File: src/rtl/cnt8_cmd_seq_if.sv
// Command handshake bundle between a stimulus source and cnt8_cmd_seq.
// Latency: none (wires only).
// Backpressure: source holds cmd_valid/cmd_op/cmd_len until it sees cmd_ready at a rising edge.
interface cnt8_cmd_seq_if #(
  parameter int LEN_W = 4
) ();
  logic             cmd_valid;
  logic             cmd_ready;
  logic [1:0]       cmd_op;
  logic [LEN_W-1:0] cmd_len;

  modport master (output cmd_valid, output cmd_op, output cmd_len, input cmd_ready);
  modport slave  (input cmd_valid, input cmd_op, input cmd_len, output cmd_ready);
endinterface

File: src/rtl/cnt8_cmd_seq.sv
// Replays opcode/length commands as registered load/inc control runs for the 3-bit counter.
// Latency: first drive cycle one cycle after the accepting edge; done pulses the cycle after the last drive.
// Backpressure: cmd_ready only in IDLE, or whenever the pending slot is empty with CNT8_CMD_PREFETCH_EN.
module cnt8_cmd_seq #(
  parameter int LEN_W = 4
) (
  input  logic               clk,
  input  logic               reset,
  cnt8_cmd_seq_if.slave      cmd,
  input  logic               abort,
  output logic               load,
  output logic               inc,
  output logic               busy,
  output logic               done
);

  typedef enum logic [0:0] {S_IDLE = 1'b0, S_RUN = 1'b1} state_t;

  state_t           state_q, state_d;
  logic [1:0]       op_q, op_d;
  logic [LEN_W-1:0] rem_q, rem_d;
  logic             done_q, done_d;
  logic             rdy;
  logic             fire;
  logic             last_run;

`ifdef CNT8_CMD_PREFETCH_EN
  logic             pend_vld_q, pend_vld_d;
  logic [1:0]       pend_op_q, pend_op_d;
  logic [LEN_W-1:0] pend_len_q, pend_len_d;
`endif

  // Ready depends only on state/slot, reset and abort, so an aborted cycle never accepts.
  always_comb begin
`ifdef CNT8_CMD_PREFETCH_EN
    rdy = ~reset & ~abort & ~pend_vld_q;
`else
    rdy = ~reset & ~abort & (state_q == S_IDLE);
`endif
  end

  assign cmd.cmd_ready = rdy;
  assign fire          = cmd.cmd_valid & rdy;
  assign last_run      = (state_q == S_RUN) && (rem_q == '0);

  // Next-state logic: accept, count down the run, chain into the next command when possible.
  always_comb begin
    state_d = state_q;
    op_d    = op_q;
    rem_d   = rem_q;
    done_d  = 1'b0;
`ifdef CNT8_CMD_PREFETCH_EN
    pend_vld_d = pend_vld_q;
    pend_op_d  = pend_op_q;
    pend_len_d = pend_len_q;
`endif
    if (abort) begin
      state_d = S_IDLE;
      rem_d   = '0;
`ifdef CNT8_CMD_PREFETCH_EN
      pend_vld_d = 1'b0;
`endif
    end else begin
      case (state_q)
        S_IDLE: begin
          if (fire) begin
            state_d = S_RUN;
            op_d    = cmd.cmd_op;
            rem_d   = cmd.cmd_len;
          end
        end
        S_RUN: begin
          if (last_run) begin
            done_d = 1'b1;
`ifdef CNT8_CMD_PREFETCH_EN
            // Slot full means ready was low, so fire cannot collide with a pending command.
            if (pend_vld_q) begin
              op_d       = pend_op_q;
              rem_d      = pend_len_q;
              pend_vld_d = 1'b0;
            end else if (fire) begin
              op_d  = cmd.cmd_op;
              rem_d = cmd.cmd_len;
            end else begin
              state_d = S_IDLE;
            end
`else
            state_d = S_IDLE;
`endif
          end else begin
            rem_d = rem_q - LEN_W'(1);
`ifdef CNT8_CMD_PREFETCH_EN
            if (fire) begin
              pend_vld_d = 1'b1;
              pend_op_d  = cmd.cmd_op;
              pend_len_d = cmd.cmd_len;
            end
`endif
          end
        end
        default: state_d = S_IDLE;
      endcase
    end
  end

  // State and datapath registers with synchronous reset.
  always_ff @(posedge clk) begin
    if (reset) begin
      state_q <= S_IDLE;
      op_q    <= 2'b00;
      rem_q   <= '0;
      done_q  <= 1'b0;
    end else begin
      state_q <= state_d;
      op_q    <= op_d;
      rem_q   <= rem_d;
      done_q  <= done_d;
    end
  end

`ifdef CNT8_CMD_PREFETCH_EN
  // Pending command slot.
  always_ff @(posedge clk) begin
    if (reset) begin
      pend_vld_q <= 1'b0;
      pend_op_q  <= 2'b00;
      pend_len_q <= '0;
    end else begin
      pend_vld_q <= pend_vld_d;
      pend_op_q  <= pend_op_d;
      pend_len_q <= pend_len_d;
    end
  end
`endif

  // Controls come straight from flops: op bit 0 is load, op bit 1 is inc.
  always_comb begin
    busy = (state_q == S_RUN);
    load = (state_q == S_RUN) & op_q[0];
    inc  = (state_q == S_RUN) & op_q[1];
    done = done_q;
  end

endmodule

File: src/flat_wrapper.sv
// flat-port wrapper written by rule: the top's interface ports become plain ports
module cnt8_cmd_seq_flat 
#(
  parameter int LEN_W = 4
)
  (clk, reset, abort, load, inc, busy, done, cmd_cmd_valid, cmd_cmd_op, cmd_cmd_len, cmd_cmd_ready);
  cnt8_cmd_seq_if #(.LEN_W(LEN_W)) cmd_i ();
  input  logic clk;
  input  logic reset;
  input  logic abort;
  output logic load;
  output logic inc;
  output logic busy;
  output logic done;
  input wire logic [$bits(cmd_i.cmd_valid)-1:0] cmd_cmd_valid;
  input wire logic [$bits(cmd_i.cmd_op)-1:0] cmd_cmd_op;
  input wire logic [$bits(cmd_i.cmd_len)-1:0] cmd_cmd_len;
  output wire logic [$bits(cmd_i.cmd_ready)-1:0] cmd_cmd_ready;
  assign cmd_i.cmd_valid = cmd_cmd_valid;
  assign cmd_i.cmd_op = cmd_cmd_op;
  assign cmd_i.cmd_len = cmd_cmd_len;
  assign cmd_cmd_ready = cmd_i.cmd_ready;
  cnt8_cmd_seq #(.LEN_W(LEN_W)) u_core (.clk(clk), .reset(reset), .cmd(cmd_i), .abort(abort), .load(load), .inc(inc), .busy(busy), .done(done));
endmodule
File: config.mk
export PLATFORM = sky130hd
export DESIGN_NAME = cnt8_cmd_seq_flat
export DESIGN_NICKNAME = d
export VERILOG_FILES = /design/src/rtl/cnt8_cmd_seq_if.sv /design/src/rtl/cnt8_cmd_seq.sv /design/src/flat_wrapper.sv
export SDC_FILE = /design/constraint.sdc
export NUM_CORES = 1
export LEC_CHECK = 0
export CORE_AREA = 2 2 39 41
export DETAILED_ROUTE_END_ITERATION = 6
export DIE_AREA = 0 0 41 43
export GPL_ROUTABILITY_DRIVEN = 0
export GPL_TIMING_DRIVEN = 0
export PLACE_DENSITY = 0.61
export SYNTH_ARGS = -nofsm -noshare
export SYNTH_HDL_FRONTEND = slang
export SYNTH_SLANG_ARGS = --single-unit
File: constraint.sdc
create_clock -name clk -period 1.7 [get_ports clk]
set_input_delay 0.34 -clock clk [delete_from_list [all_inputs] [get_ports clk]]
set_output_delay 0.34 -clock clk [all_outputs]
set_load 0.005 [all_outputs]
==> results.toml <==
[hold_path]
hp-start = "reset"
hold_class = "in2reg"

[route]
wl_um = 901
drc = 0
via_per_inst = 4.83
drt_iter0_markers = 10
postRouteAntennaNets = 0
dr.pass1.iters = 4
vias = 396
avgRoutedWirePerCell_um = 11.0

[power]
cellLeakagePower_nw = 0.296
power_density_nw_per_um2 = 638
ir_worst_vdd_mv = 0.190
p_total_w = 0.000413

[sta]
tightest_slew_ns = 0.440
rsz0062_at_grt = "no"
fin_skew_ns = 0.000788
period_share = 0.944
min_period_ns = 1.61
fmax_mhz = 623
finalHoldViolations = 0
setup_ws_ns = 0.0944
hold_slack_ns = 0.429
slew_headroom = 0.705
finalSetupViolCount = 0
finalMaxSlewViolations = 0

[floorplan]
dieArea_um2 = 1760
fp-row-count = 14
ios = 15
die_w_um = 41
coreArea_um2 = 1380
start_util = 0.316
die_h_um = 43

[synth]
syn_inst = 48
synthArstFlopShare = 0
netlist.top_cell.by_area = "dfxtp_1"
ys_seq_elements = 8
netlist_area_um2 = 437
yosys_most_used_dff = "dfxtp_1"
synth_edf_count = 0
synth_most_common_cell = "dfxtp_1"
yosysWarnings = 0
syn_area_per_cell_um2 = 9.10
yosysSeqAreaShare = 0.367
synth.net_count = 60
synthTopCellsByCount = "dfxtp_1 (8), nor2_1 (7), a21oi_1 (4), inv_1 (4)"
netlist_top_cells_area = "dfxtp_1 (37%), mux2i_1 (6.9%), nor2_1 (6.0%)"
synth_top_area_share = 0.367
synth.distinct_cells = 22

[worst_setup_path]
critical_path.top_delay_family = "compound AO/OA/AOI/OAI gates"
r2r-start = "u_core.rem_q[0]"
slowest_delay_ns = 0.40
path_buf_inv = 1
critical_path.startpoint_type = "flip-flop"
worstPathCellList = "inv_1 > ha_1 > or3b_4 > a21oi_4 > a21oi_1 > o221a_1"
cp_slowest_cell = "or3b_4"
critPathCaptureType = "flip-flop"
r2r_setup_slack_ns = 0.09
path_max_fanout = 6
crit_type = "reg2reg"
worstPathRequired_ns = 1.85
worstPathArrival_ns = 1.76
critPathLaunch = "u_core.rem_q[0]"

[grt]
met2_usage = 0.169
grt_pass1_vias = 345
grt_use_met1 = 0.167
grt_max_degree = 9
grt-ovfl-total = 0
grtUsageMet3 = 0.0314
grt_pass1_wl_um = 1500
busiest_layer = "met2"
antenna_found_initial = 0
grt_use_total = 0.131

[finish]
area_delta_synth_final_pct = 48.1
nNetsFinal = 80
design_area_um2 = 647
diodes = 0
final_core_util = 0.467
drive_gt1_frac = 0.197

[clock_tree]
h-tree-depth = 1
cts.sink_count = 8
postCtsHoldBufs = 0
cts_buffer_depth = 2
clockRootBuffer = "clkbuf_4"
tritoncts = "done"
worst_skew_pair.late_latency_ns = 0.26
clkTransAtPathRegs_ns = 0.06
cts-buffers-inserted = 3

[placement]
dp_hpwl_um = 672
post-place-ws_ns = -0.605
placed_area_um2 = 597
portBuffers = 14

[status]
status = "complete, no violations"

[flow_run]
drv_cap = 0
-- timing repair --
item / in CTS / in global routing
pin swaps: 1 / 0
buffers inserted: 2 / 0
resized for setup: 10 / 2
setup endpoints to repair: 3 / 2
-- metrics by stage --
stage | instances | setup TNS, ns
final | 82 | 0
after global routing | 82 | 0
after CTS | 82 | 0
after detailed placement | 78 | -1.03
after global placement | 78 | -0.987
after floorplan | 48 | 0
-- worst register-to-register path: cells and delay by family, from the launching register on --
family,cells,cell delay (ns)
AND/OR/NAND/NOR,1,0.40
flip-flops,1,0.31
AO/OA/AOI/OAI,3,0.53
buffers and inverters,1,0.11
adder cells (fa/ha/maj),1,0.15
-- registers in the layout, summed over array words and instances (netlist names) --
name and cells:
u_core.busy 1, u_core.done 1, u_core.op_q 2, u_core.rem_q 4
-- final cells by class --
class,count,area [um^2]
fill,142,737
multi-input combinational,34,255
sequential,8,164
timing repair buffer,16,159
clock buffer,3,22.5
tap,16,20.0
inverter,4,15.0
buffer,1,11.3
-- kinds of logic after synthesis --
| logic type | after synthesis | synth area share |
|---|---|---|
| AND/OR/NAND/NOR | 18 | 0.244 |
| XOR/XNOR | 1 | 0.0201 |
| AO/OA/AOI/OAI | 10 | 0.189 |
| multiplexers | 3 | 0.0688 |
| buffers and inverters | 6 | 0.0544 |
| adder cells (fa/ha/maj) | 2 | 0.0573 |
| flip-flops | 8 | 0.367 |
-- cell usage in the layout (no fill, tap or decap) --
cell type	count
a211oi_1	1
a211oi_2	1
a21oi_1	4
a21oi_4	1
a22o_1	1
a31oi_1	1
and2_1	2
buf_4	2
buf_6	1
clkbuf_4	3
clkdlybuf4s15_2	1
clkdlybuf4s50_1	9
dfxtp_1	7
dfxtp_4	1
dlygate4sd2_1	2
dlymetal6s2s_1	2
ha_1	2
inv_1	4
mux2i_1	3
nand2_1	3
nand3_1	1
nor2_1	7
nor3_1	2
nor4b_4	1
o221a_1	1
or2_4	1
or3b_4	1
xnor2_1	1
-- routing by layer --
layer | routed length (um) | up-vias | part of all wire
met3 | 44 | 5 | 0.049
met4 | 47 | 0 | 0.052
li1 | - | 200 | -
met5 | 0 | - | 0
met2 | 385 | 10 | 0.43
met1 | 423 | 181 | 0.47
-- where the power goes --
group / switching, W / internal, W
Combinational: 0.0000275 / 0.0000399
Clock: 0.0000706 / 0.0000812
Sequential: 0.00000301 / 0.000191
Total: 0.000101 / 0.000312
-- worst paths after layout --
path                     endpoint  cells past startpoint
setup / recovery  u_core.rem_q[2]                      6
hold / removal     u_core.op_q[0]                      2
setup reg to reg  u_core.rem_q[2]                      6
hold reg to reg   u_core.rem_q[3]                      2
Power figures use the tool's default switching activity.
